$ cat config.mk
export PLATFORM = sky130hd
export DESIGN_NAME = intr_ctrl_flat
export DESIGN_NICKNAME = d
export VERILOG_FILES = /design/src/rtl/intr_pkg.sv /design/src/rtl/intr_ctrl_if.sv /design/src/rtl/intr_sync.sv /design/src/rtl/intr_ctrl.sv /design/src/flat_wrapper.sv
export SDC_FILE = /design/constraint.sdc
export NUM_CORES = 1
export LEC_CHECK = 0
export BUFFER_PORTS_ARGS = -buffer_cell sky130_fd_sc_hd__buf_2
export CORE_ASPECT_RATIO = 1.4
export CORE_MARGIN = 4
export CORE_UTILIZATION = 24
export CTS_CLUSTER_SIZE = 8
export DETAILED_ROUTE_END_ITERATION = 16
export PLACE_DENSITY = 0.43
export SLEW_MARGIN = 10
export SYNTH_ARGS = -nofsm -noshare
export SYNTH_HDL_FRONTEND = slang
export SYNTH_SLANG_ARGS = --single-unit
$ cat constraint.sdc
create_clock -name clock -period 1.5 [get_ports clock]
set_input_delay 0.225 -clock clock [delete_from_list [all_inputs] [get_ports clock]]
set_output_delay 0.225 -clock clock [all_outputs]
set_load 0.005 [all_outputs]
$ cat src/rtl/intr_pkg.sv
// Shared types and helpers for the multi-source interrupt controller:
// FSM state encoding, vector-width derivation and the priority encoder.
package intr_pkg;

    typedef enum logic [1:0] {
        IDLE    = 2'd0,
        REQ     = 2'd1,
        SERVICE = 2'd2
    } state_t;

    // Vector width for n sources; a single-bit vector is the floor.
    function automatic int calc_vw(input int n);
        return (n > 2) ? $clog2(n) : 1;
    endfunction

    // Lowest set index wins; scanning downwards lets the last hit be the lowest.
    function automatic logic [4:0] prio_enc(input logic [31:0] v);
        logic [4:0] idx;
        idx = '0;
        for (int i = 31; i >= 0; i--) begin
            if (v[i]) idx = 5'(i);
        end
        return idx;
    endfunction

endpackage

$ cat src/rtl/intr_ctrl_if.sv
// Bundle of interrupt lines, mask programming and the CPU handshake.
// slave = controller side, master = CPU / source side.
interface intr_ctrl_if
    import intr_pkg::*;
#(
    parameter int NUM_SRC = 8,
    parameter int VW      = calc_vw(NUM_SRC)
);
    logic [NUM_SRC-1:0] irq;
    logic               mask_we;
    logic [NUM_SRC-1:0] mask_wdata;
    logic               inta;
    logic               eoi;
    logic               intr;
    logic [VW-1:0]      vector;
    logic               in_service;
    logic [NUM_SRC-1:0] pending;
    logic [NUM_SRC-1:0] mask;

    modport slave (
        input  irq, mask_we, mask_wdata, inta, eoi,
        output intr, vector, in_service, pending, mask
    );

    modport master (
        output irq, mask_we, mask_wdata, inta, eoi,
        input  intr, vector, in_service, pending, mask
    );
endinterface

$ cat src/rtl/intr_sync.sv
// Multi-bit flop-chain synchroniser for the raw asynchronous interrupt lines.
// Each bit is independent; no cross-bit coherency is implied.
module intr_sync #(
    parameter int WIDTH  = 8,
    parameter int STAGES = 2
) (
    input  logic             clock,
    input  logic             resetn,
    input  logic [WIDTH-1:0] d,
    output logic [WIDTH-1:0] q
);

    logic [WIDTH-1:0] stage [STAGES];

    // NOTE: a flop array with async reset must clear every element in the reset
    // branch; leaving any out turns it into a mix of reset and non-reset flops.
    always_ff @(posedge clock or negedge resetn) begin
        if (!resetn) begin
            for (int i = 0; i < STAGES; i++) stage[i] <= '0;
        end else begin
            stage[0] <= d;
            for (int i = 1; i < STAGES; i++) stage[i] <= stage[i-1];
        end
    end

    assign q = stage[STAGES-1];

endmodule

$ cat src/rtl/intr_ctrl.sv
// NUM_SRC-source interrupt controller: synchronise, detect, latch, mask,
// priority-encode and hand one vector at a time to the CPU via intr/inta/eoi.
module intr_ctrl
    import intr_pkg::*;
#(
    parameter int NUM_SRC     = 8,
    parameter bit EDGE        = 1'b1,
    parameter int SYNC_STAGES = 2
) (
    input  logic       clock,
    input  logic       resetn,
    intr_ctrl_if.slave bus
);

    localparam int VW = calc_vw(NUM_SRC);

    logic [NUM_SRC-1:0] s_irq;
    logic [NUM_SRC-1:0] s_irq_d;
    logic [NUM_SRC-1:0] pending_q;
    logic [NUM_SRC-1:0] mask_q;
    logic [NUM_SRC-1:0] act;
    logic [NUM_SRC-1:0] clr;
    logic [VW-1:0]      winner;
    logic [VW-1:0]      vector_q;
    logic               intr_q;
    logic               in_service_q;
    logic               accept;
    state_t             state;

    intr_sync #(
        .WIDTH  (NUM_SRC),
        .STAGES (SYNC_STAGES)
    ) u_sync (
        .clock  (clock),
        .resetn (resetn),
        .d      (bus.irq),
        .q      (s_irq)
    );

    // Arbitration uses the mask as it stands before any write in this cycle.
    assign act    = pending_q & ~mask_q;
    assign winner = VW'(prio_enc(32'(act)));
    assign accept = (state == REQ) && bus.inta && (act != '0);

    // NOTE: every signal assigned in always_comb gets a default first, so no
    // path can leave it unassigned and infer a latch.
    always_comb begin
        clr = '0;
        if (accept) clr[winner] = 1'b1;
    end

    // NOTE: sequential state uses non-blocking assignments only, so every flop
    // samples pre-edge values regardless of statement order.
    always_ff @(posedge clock or negedge resetn) begin
        if (!resetn) begin
            s_irq_d   <= '0;
            pending_q <= '0;
            mask_q    <= '1;
        end else begin
            s_irq_d <= s_irq;
            if (bus.mask_we) mask_q <= bus.mask_wdata;
            // Edge mode: a rising edge in the same cycle as the ack clear wins.
            if (EDGE) pending_q <= (pending_q & ~clr) | (s_irq & ~s_irq_d);
            else      pending_q <= s_irq;
        end
    end

    always_ff @(posedge clock or negedge resetn) begin
        if (!resetn) begin
            state        <= IDLE;
            intr_q       <= 1'b0;
            in_service_q <= 1'b0;
            vector_q     <= '0;
        end else begin
            unique case (state)
                IDLE: begin
                    if (act != '0) begin
                        state  <= REQ;
                        intr_q <= 1'b1;
                    end
                end
                REQ: begin
                    if (accept) begin
                        state        <= SERVICE;
                        vector_q     <= winner;
                        in_service_q <= 1'b1;
                        intr_q       <= 1'b0;
                    end else if (act == '0) begin
                        // Request withdrawn by a mask write or a level drop.
                        state  <= IDLE;
                        intr_q <= 1'b0;
                    end
                end
                SERVICE: begin
                    if (bus.eoi) begin
                        state        <= IDLE;
                        in_service_q <= 1'b0;
                    end
                end
                default: begin
                    state  <= IDLE;
                    intr_q <= 1'b0;
                end
            endcase
        end
    end

    assign bus.intr       = intr_q;
    assign bus.vector     = vector_q;
    assign bus.in_service = in_service_q;
    assign bus.pending    = pending_q;
    assign bus.mask       = mask_q;

endmodule

$ cat src/flat_wrapper.sv
// flat-port wrapper written by rule: the top's interface ports become plain ports
module intr_ctrl_flat import intr_pkg::*;
#(
    parameter int NUM_SRC     = 8,
    parameter bit EDGE        = 1'b1,
    parameter int SYNC_STAGES = 2
)
  (clock, resetn, bus_irq, bus_mask_we, bus_mask_wdata, bus_inta, bus_eoi, bus_intr, bus_vector, bus_in_service, bus_pending, bus_mask);
  intr_ctrl_if #(.NUM_SRC(NUM_SRC)) bus_i ();
  input  logic clock;
  input  logic resetn;
  input wire logic [$bits(bus_i.irq)-1:0] bus_irq;
  input wire logic [$bits(bus_i.mask_we)-1:0] bus_mask_we;
  input wire logic [$bits(bus_i.mask_wdata)-1:0] bus_mask_wdata;
  input wire logic [$bits(bus_i.inta)-1:0] bus_inta;
  input wire logic [$bits(bus_i.eoi)-1:0] bus_eoi;
  output wire logic [$bits(bus_i.intr)-1:0] bus_intr;
  output wire logic [$bits(bus_i.vector)-1:0] bus_vector;
  output wire logic [$bits(bus_i.in_service)-1:0] bus_in_service;
  output wire logic [$bits(bus_i.pending)-1:0] bus_pending;
  output wire logic [$bits(bus_i.mask)-1:0] bus_mask;
  assign bus_i.irq = bus_irq;
  assign bus_i.mask_we = bus_mask_we;
  assign bus_i.mask_wdata = bus_mask_wdata;
  assign bus_i.inta = bus_inta;
  assign bus_i.eoi = bus_eoi;
  assign bus_intr = bus_i.intr;
  assign bus_vector = bus_i.vector;
  assign bus_in_service = bus_i.in_service;
  assign bus_pending = bus_i.pending;
  assign bus_mask = bus_i.mask;
  intr_ctrl #(.NUM_SRC(NUM_SRC), .EDGE(EDGE), .SYNC_STAGES(SYNC_STAGES)) u_core (.clock(clock), .resetn(resetn), .bus(bus_i));
endmodule
==> results, run 1 <==
- The analysis attributes to cell leakage a power of 0.001136 uW.
- The max-capacitance violation count is 0.
- The kind of end point of the critical path is a flip-flop.
- Pin placement for this block handled 42 I/O pins.
- Counting every net in the synthesized netlist gives 153.
- The buffer and inverter count on the worst path is 0.
- During placement, the flow inserted port buffers numbering 41.
- The die covers between 8000 and 9000 sq um.
- The number of max-slew violations in the final report is 0.
- The setup slack at placement is -0.1004 ns.
- During synthesis, Yosys emitted a total of 0 warnings.
- By area the synthesized netlist is led by dfrtp_1 55%, dfstp_2 12%, mux2_2 5.1%.
- The finished layout holds just over 300 standard cells, fillers aside.
- The first global-routing pass estimated 6872 um of wire.
- In this run, synthesis inferred 0 flip-flops with an integrated enable.
- The final wirelength is around 4100 um.
- The signal on the critical path passes through and2b_1, or4_4, o21ai_4, mux2i_1.
- The net count reported at finish is 227.
- Power comes to 3457 uW.
- After detailed routing, the average wire length per cell comes to 13.51 um.
- The slew at the pin closest to its max-slew limit is 0.4702 ns.
- The via count of the first global-routing pass was about 1400.
- Across all register-to-register paths, the minimum setup slack is -0.11 ns.
- The netlist uses 40 different library cells.
- The sequential fraction of the synthesis area is 66.57%.
- The later pin in the worst-skew pair is clocked with a latency of 0.29 ns.
- After floorplanning, the core was divided into 36 placement rows.
- The highest clock frequency the design can meet is 622.2 MHz.
- TritonCTS built the clock tree.
- The initial cell density of the core is 25.04%.
- Entering global routing, the biggest net connects 29 pins.
- Counting the fill cells in the layout gives 762.
- The HPWL after detailed placement is 3206 um.
- The die width is 80.82 um.
- The root cell of the clock tree is clkbuf_8.
- The maximum level of the CTS H-tree is 2.
- The worst setup path is launched from a flip-flop.
- The worst pin sits at a relative slew slack of 68.65%.
- For this run, design rule violations remaining after detail routing come to 0.
- For this block, the initial DRC count from the detailed router was 43.
- The cell with the biggest individual delay on the critical path is dfstp_2.
- The core box area is a little over 7000 sq um.
- The largest single stage delay on the critical path is 0.54 ns.
- The die is 109.9 um tall.
- The most used flip-flop cell after synthesis is dfrtp_1.
- Of the cells placed in the final design, the portion with a size suffix greater than 1 is between 50% and 60%.
- The checks that failed: negative setup slack.
- The area growth from synthesis to layout is 39.19%.
- The library cell occupying the most area in the post-synthesis netlist is dfrtp_1.
- Counting the buffers created by CTS gives 5.
- The share of synthesized area in the top cell type comes to approximately 55%.
- The worst hold margin is between 0.03 and 0.04 ns.
- Across the VDD grid, the largest voltage drop is 0.6691 mV.
- The cell count after placement is 291.
- Setup repair after global routing could not meet its margin everywhere.
- The path class of the tightest hold or removal check is in -> reg.
- The final count of hold timing violations is 0.
- The total overflow reported by the global router is 0.
- The mean number of vias per cell is 4.192.
- The cell class contributing the biggest share of worst-path delay is simple AND/OR/NAND/NOR gates.
- After synthesis the netlist holds a flip-flop and latch count of 47.
- In this run the worst path has a maximum fanout of 4.
- The repair_antennas step left the layout with diodes totalling 0.
- Subtracting the final worst setup slack from the clock period gives 1.607 ns.
- The worst clock skew on the final layout is 0.006821 ns.
- In this run the remaining antenna-violating nets after routing total 0.
- At the end of routability-driven placement, the weighted congestion stood at 0.7504.
- The post-layout worst setup margin is -0.1071 ns.
- For the worst setup path, the data arrival time is 1.83 ns.
- The endpoint required time on the critical path is 1.72 ns.
- In the synthesized netlist the async set-or-reset flop fraction comes to 100.0%.
- The post-route core utilization is approximately a third.
- The number of setup violations in the final report is 8.
- The number of antenna violations at the first check in global routing was 0.
- The run finished, with violations left.
- Dividing total power by cell area gives a power density of 1394 nW/um^2.
- The final period utilization is 107.1%.
- The routed layout has 1266 vias.
- For this run, the total global-route usage over all layers was measured as 10.31%.
- Dividing the synthesized area by the synthesized cell count gives roughly 13 sq um.
- Counting along the longest clock path gives a buffer depth of 2.
- The synthesized netlist cell count is 132.
- After clock tree synthesis, the clock-pin slew on the worst setup and hold paths is 0.08 ns.
- The combined area of all synthesized cells is 1782 sq um.
- The number of clock sinks is 47.
- The critical path in this run is classified as reg -> reg.
- The first TritonRoute pass finished after 4 iterations.
-- placed cells by master (no fill, tap or decap), types with 2 or more instances in the layout --
master    synthesis  final
buf_2             0     41
dfrtp_1          39     39
buf_4             0     26
inv_1            12     12
mux2_2            8      8
dfstp_2           8      8
o21ai_0           9      6
clkbuf_8          0      6
nor2b_1           4      4
nor2_1            4      4
o21ai_1           1      4
nand2b_1          4      3
a21oi_1           4      3
nand2b_4          0      2
nor2b_2           2      2
nand3_1           3      2
or2b_2            3      2
nor3_1            2      2
o21a_1            2      2
o221ai_1          2      2
o211ai_1          2      2
-- final timing paths --
path | start | cells after the start | to
max | u_core.bus.mask[4]$_DFFE_PN1P_ | 4 | u_core.bus.vector[0]$_DFFE_PN0P_
min reg2reg | u_core.u_sync.stage[14]$_DFF_PN0_ | 0 | u_core.u_sync.q[6]$_DFF_PN0_
max in group asynchronous | resetn | 3 | u_core.bus.mask[7]$_DFFE_PN1P_
max reg2reg | u_core.bus.mask[4]$_DFFE_PN1P_ | 4 | u_core.bus.vector[0]$_DFFE_PN0P_
min in group asynchronous | resetn | 2 | u_core.u_sync.stage[10]$_DFF_PN0_
min | bus_irq[2] | 1 | u_core.u_sync.stage[10]$_DFF_PN0_
-- synth_stat cells (all sizes together), types with 2 or more instances --
cell type,number
o221ai,2
o21ai,11
nor3,2
nor2b,7
mux2,8
inv,12
a221o,2
dfstp,8
or2b,4
o21a,2
o211ai,2
dfrtp,39
nand3,3
nand2b,5
a21oi,4
nor2,4
-- sequential cells by signal (all words and copies together), names as in the netlist --
signal and count:
u_core.bus.intr 1, u_core.bus.vector 3, u_core.u_sync.q 8, u_core.bus.mask 8
u_core.u_sync.stage 8, u_core.bus.pending 8, u_core.state 2, u_core.s_irq_d 8
u_core.bus.in_service 1
-- report_power, final --
group | switching, uW | internal [uW]
Combinational | 462 | 487
Sequential | 97.7 | 1460
Clock | 410 | 539
-- repair_timing --
| action | CTS | global route |
|---|---|---|
| cloned | 0 | 0 |
| endpoints found under the hold margin | 19 | 0 |
| hold buffers | 1 | 0 |
| gates resized for setup | 3 | 4 |
| setup buffers | 1 | 1 |
| setup endpoints to repair | 9 | 12 |
| pin swaps | 1 | 0 |
-- cell families after synthesis --
family,count (synthesis),synth area share [%]
mux,9,5.618
compound gates,29,11.17
flops,47,66.57
buf+inv,14,3.370
simple gates,33,13.27
-- through the flow --
step           instance area [sq um]  TNS (ns)
2_1_floorplan                   1805   -0.1034
3_3_place_gp                    2315   -0.2463
3_5_place_dp                    2315   -0.3880
4_1_cts                         2456   -0.4596
5_1_grt                         2480   -0.8200
6_report                        2480   -0.3605
-- routing by layer --
| metal | GRT usage [%] | wire (um) | vias to the layer above |
|---|---|---|---|
| met4 | 3.986 | 57 | 0 |
| met3 | 2.541 | 215 | 4 |
| met2 | 18.63 | 2218 | 31 |
| met1 | 11.46 | 1590 | 622 |
| li1 | - | - | 609 |
| met5 | 0 | 0 | - |
-- area by class of cell --
type	instances	area (sq um)	share of cell area, %
Timing Repair Buffer	69	430.4	17.36
Inverter	12	45.04	1.816
Clock inverter	2	35.03	1.413
Multi-Input combinational cell	71	581.8	23.46
Tap cell	95	118.9	4.793
Clock buffer	6	82.58	3.330
Sequential cell	47	1186	47.83
(Power assumes the default switching activity.)
==> inputs of run 2 (changes only) <==
CELL_PAD_IN_SITES_DETAIL_PLACEMENT = 2   (was default)
CELL_PAD_IN_SITES_GLOBAL_PLACEMENT = 2   (was default)
PLACE_DENSITY = 0.59   (was 0.43)
==> results, run 2 (synthesized netlist as in run 1, its figures left out) <==
- The number of nets with antenna violations after detailed routing is 0 (unchanged).
- The maximum number of buffers from clock root to sink was 2 (unchanged).
- The part of the total power dissipated in combinational logic is 29.6% (was 27.5%).
- The weighted congestion at the end of routability-driven global placement was 0.7372 (was 0.7504).
- The number of clock sinks came to 47 (unchanged).
- The number of filler instances in the final layout is 810 (was 762).
- The endpoint required time on the critical path is 1.72 ns (about the same).
- The root cell of the clock tree is clkbuf_8 (unchanged).
- The die width is 80.82 um (unchanged).
- The filler-free cell count of the finished design came to 303 (was 302).
- Most used cells in the layout excluding fill and tap cells: 41 x buf_2, 39 x dfrtp_1, 26 x buf_4, 12 x inv_1 (unchanged).
- The worst clock skew on the final layout is 0.006413 ns (was 0.006821 ns).
- The data arrival time of the critical path is 1.87 ns (was 1.83 ns).
- The worst reg2reg path depth is 4 (unchanged).
- The total DRC errors in the routed layout is 0 (unchanged).
- The maximum level of the CTS H-tree is 2 (unchanged).
- The total overflow reported by the global router is 0 (unchanged).
- The vias after detailed routing is 1323 (was 1266).
- The clock transition at the registers of the reported paths came to 0.08 ns (about the same).
- The wire length of the first global-routing pass came to 7852 um (was 6872 um).
- The detailed placement HPWL came to 3650 um (was 3206 um).
- The clock share of power is 23.0% (was 27.5%).
- The largest net degree at the start of global routing was 48 (was 29).
- Unrepaired setup endpoints after global routing: yes (unchanged).
- The number of antenna violations at the first check in global routing came to 0 (unchanged).
- The initial cell density of the core was 25.04% (unchanged).
- The average wire per standard cell is 15.54 um (was 13.51 um).
- The final count of hold timing violations is 0 (unchanged).
- The cell with the biggest individual delay on the critical path is dfstp_2 (unchanged).
- The worst hold-check path type was in -> reg (unchanged).
- The slew at the pin closest to its max-slew limit is 0.2917 ns (was 0.4702 ns).
- The most common library cell in the layout ignoring fill and taps is buf_2 (unchanged).
- The cell count after placement was 292 (was 291).
- The number of setup violations in the final report is 9 (was 8).
- The start-to-end type of the worst setup path is reg -> reg (unchanged).
- The startpoint type of the worst setup path is a flip-flop (unchanged).
- The area of the die came to 8886 sq um (unchanged).
- Run status: complete, but fails checks (unchanged).
- The end point of the worst hold path is u_core.u_sync.stage[8]$_DFF_PN0_ (was u_core.u_sync.stage[10]$_DFF_PN0_).
- The die span in y is 109.9 um (unchanged).
- The setup slack at placement was -0.1360 ns (was -0.1004 ns).
- The area of combinational cells with multiple inputs was 588.1 sq um (was 581.8 sq um).
- The post-layout worst setup margin is -0.1443 ns (was -0.1071 ns).
- The kind of end point of the critical path is a flip-flop (unchanged).
- The number of max-slew violations in the final report came to 0 (unchanged).
- The count of TritonRoute iterations in the first routing pass is 2 (was 4).
- The net switching share of the total power is 29.79% (was 28.04%).
- The final antenna diode count is 0 (unchanged).
- The peak ir drop on the vdd network came to 0.4640 mV (was 0.6691 mV).
- The core box area is 7117 sq um (unchanged).
- The CTS tree is yes (unchanged).
- The total routing resource utilization after global routing came to 11.84% (was 10.31%).
- The highest clock frequency the design can meet came to 608.2 MHz (was 622.2 MHz).
- The row count was 36 (unchanged).
- The final wirelength came to 4710 um (was 4081 um).
- The worst stage delay on the critical path was 0.54 ns (about the same).
- The final instance area is 2479 sq um (was 2480 sq um).
- The max-capacitance violation count is 0 (unchanged).
- The cell depth of the worst hold path came to 1 (unchanged).
- The power density over the cells is 1337 nW/um^2 (was 1394 nW/um^2).
- The share of total power in sequential cells is 47.4% (was 45.1%).
- The via count of the first global-routing pass is 1557 (was 1430).
- The layout cell share with drive strength beyond 1 is 53.37% (was 52.17%).
- The net count reported at finish is 229 (was 227).
- The number of buffers inserted by port buffering is 41 (unchanged).
- The total cell area at the placement stage is 2322 sq um (was 2315 sq um).
- The switching power total came to 986.9 uW (was 969.1 uW).
- CP Cell Sequence: and2b_1, or4_4, o21ai_4, mux2i_1 (unchanged).
- The worst-case headroom to the max-slew limit came to 80.40% (was 68.65%).
- The area used by sequential logic in the layout is 1186 sq um (unchanged).
- The mean number of vias per cell is 4.366 (was 4.192).
- The end of the worst register-to-register path is u_core.bus.vector[0]$_DFFE_PN0P_ (unchanged).
- The number of primary I/O pins is 42 (unchanged).
- The count of routing violations after the opening detailed-route iteration is 23 (was 43).
- The worst reg-to-reg setup slack was -0.14 ns (was -0.11 ns).
- The worst hold path startpoint is bus_irq[0] (was bus_irq[2]).
- The final period utilization is 109.6% (was 107.1%).
- The launch point of the worst reg-to-reg path is u_core.bus.mask[4]$_DFFE_PN1P_ (unchanged).
- The total CTS buffers is 5 (unchanged).
- The insertion delay to the later sink of the worst-skew pair was 0.30 ns (was 0.29 ns).
- The leakage power total is 0.001129 uW (was 0.001136 uW).
- The maximum fanout count along the critical path is 4 (unchanged).
- Failing checks: negative setup slack (unchanged).
- The post-synthesis to final-layout area growth is 39.12% (was 39.19%).
- The sum of internal, switching and leakage power is 3313 uW (was 3457 uW).
- The post-route minimum period is 1.644 ns (was 1.607 ns).
- The cell-internal power is 2326 uW (was 2488 uW).
[run 2: cell types whose count changed in the layout (fill, tap and decap cells not counted), sizes merged]
cell / delta
buf: +2
bufinv: -1
[run 2: worst max path at each step]
stage	startpoint	to	slack, ns	cells past startpoint
finish	u_core.bus.mask[4]$_DFFE_PN1P_	u_core.bus.vector[0]$_DFFE_PN0P_	-0.14	4
floorplan	u_core.bus.mask[4]$_DFFE_PN1P_	u_core.bus.vector[0]$_DFFE_PN0P_	-0.07	4
global route	u_core.bus.mask[4]$_DFFE_PN1P_	u_core.bus.vector[0]$_DFFE_PN0P_	-0.22	4
CTS	u_core.bus.mask[4]$_DFFE_PN1P_	u_core.bus.vector[0]$_DFFE_PN0P_	-0.15	4
global placement	u_core.bus.mask[4]$_DFFE_PN1P_	u_core.bus.vector[0]$_DFFE_PN0P_	-0.08	4
detailed placement	u_core.bus.mask[4]$_DFFE_PN1P_	u_core.bus.vector[0]$_DFFE_PN0P_	-0.14	4
[run 2: cell type report]
cell class	instances	share of cell area [%]
timing repair buffer	71	18.27
inverter	12	1.817
sequential	47	47.85
multi-input combinational	71	23.73
clock buffer	6	3.332
clock inverter	1	0.2019
tap	95	4.796
[run 2: what timing repair did]
item / in CTS / in global routing
hold endpoints to repair: 39 / 0
gates resized for setup: 6 / 5
pin swaps: 3 / 4
buffers inserted: 3 / 2
endpoints found under the setup margin: 9 / 13
hold buffers: 1 / 0
[run 2: through the flow]
stage	utilization, %	setup TNS [ns]	hold WS, ns
floorplan	-	-0.1034	-0.07059
global placement	32.63	-0.2034	0.2210
detailed placement	32.63	-0.5241	0.2362
CTS	34.60	-0.5952	0.007413
global route	34.83	-1.465	0.008572
finish	34.83	-0.6538	0.02384
[run 2: per-layer routing]
layer  vias to the layer above  track usage [%]  wire [um]
li1                        609                -          -
met1                       685            12.92       1740
met2                        24            21.68       2707
met3                         5            3.033        191
met4                         0            4.348         70
met5                         -                0          0
[run 2: critical path: cells and delay by family (launching register included)]
family	cells	cell delay, ns
flip-flops	1	0.54
multiplexers	1	0.19
AO/OA/AOI/OAI	1	0.17
AND/OR/NAND/NOR	2	0.67
[run 2: power groups by stage]
stage                     clock network (uW)  logic, uW  registers (uW)
after floorplan                            0        427            1610
final                                    761        982            1570
after detailed placement                   0        932            1600
after global placement                     0        907            1580
after CTS                                820        978            1570
after global routing                     868       1090            1600
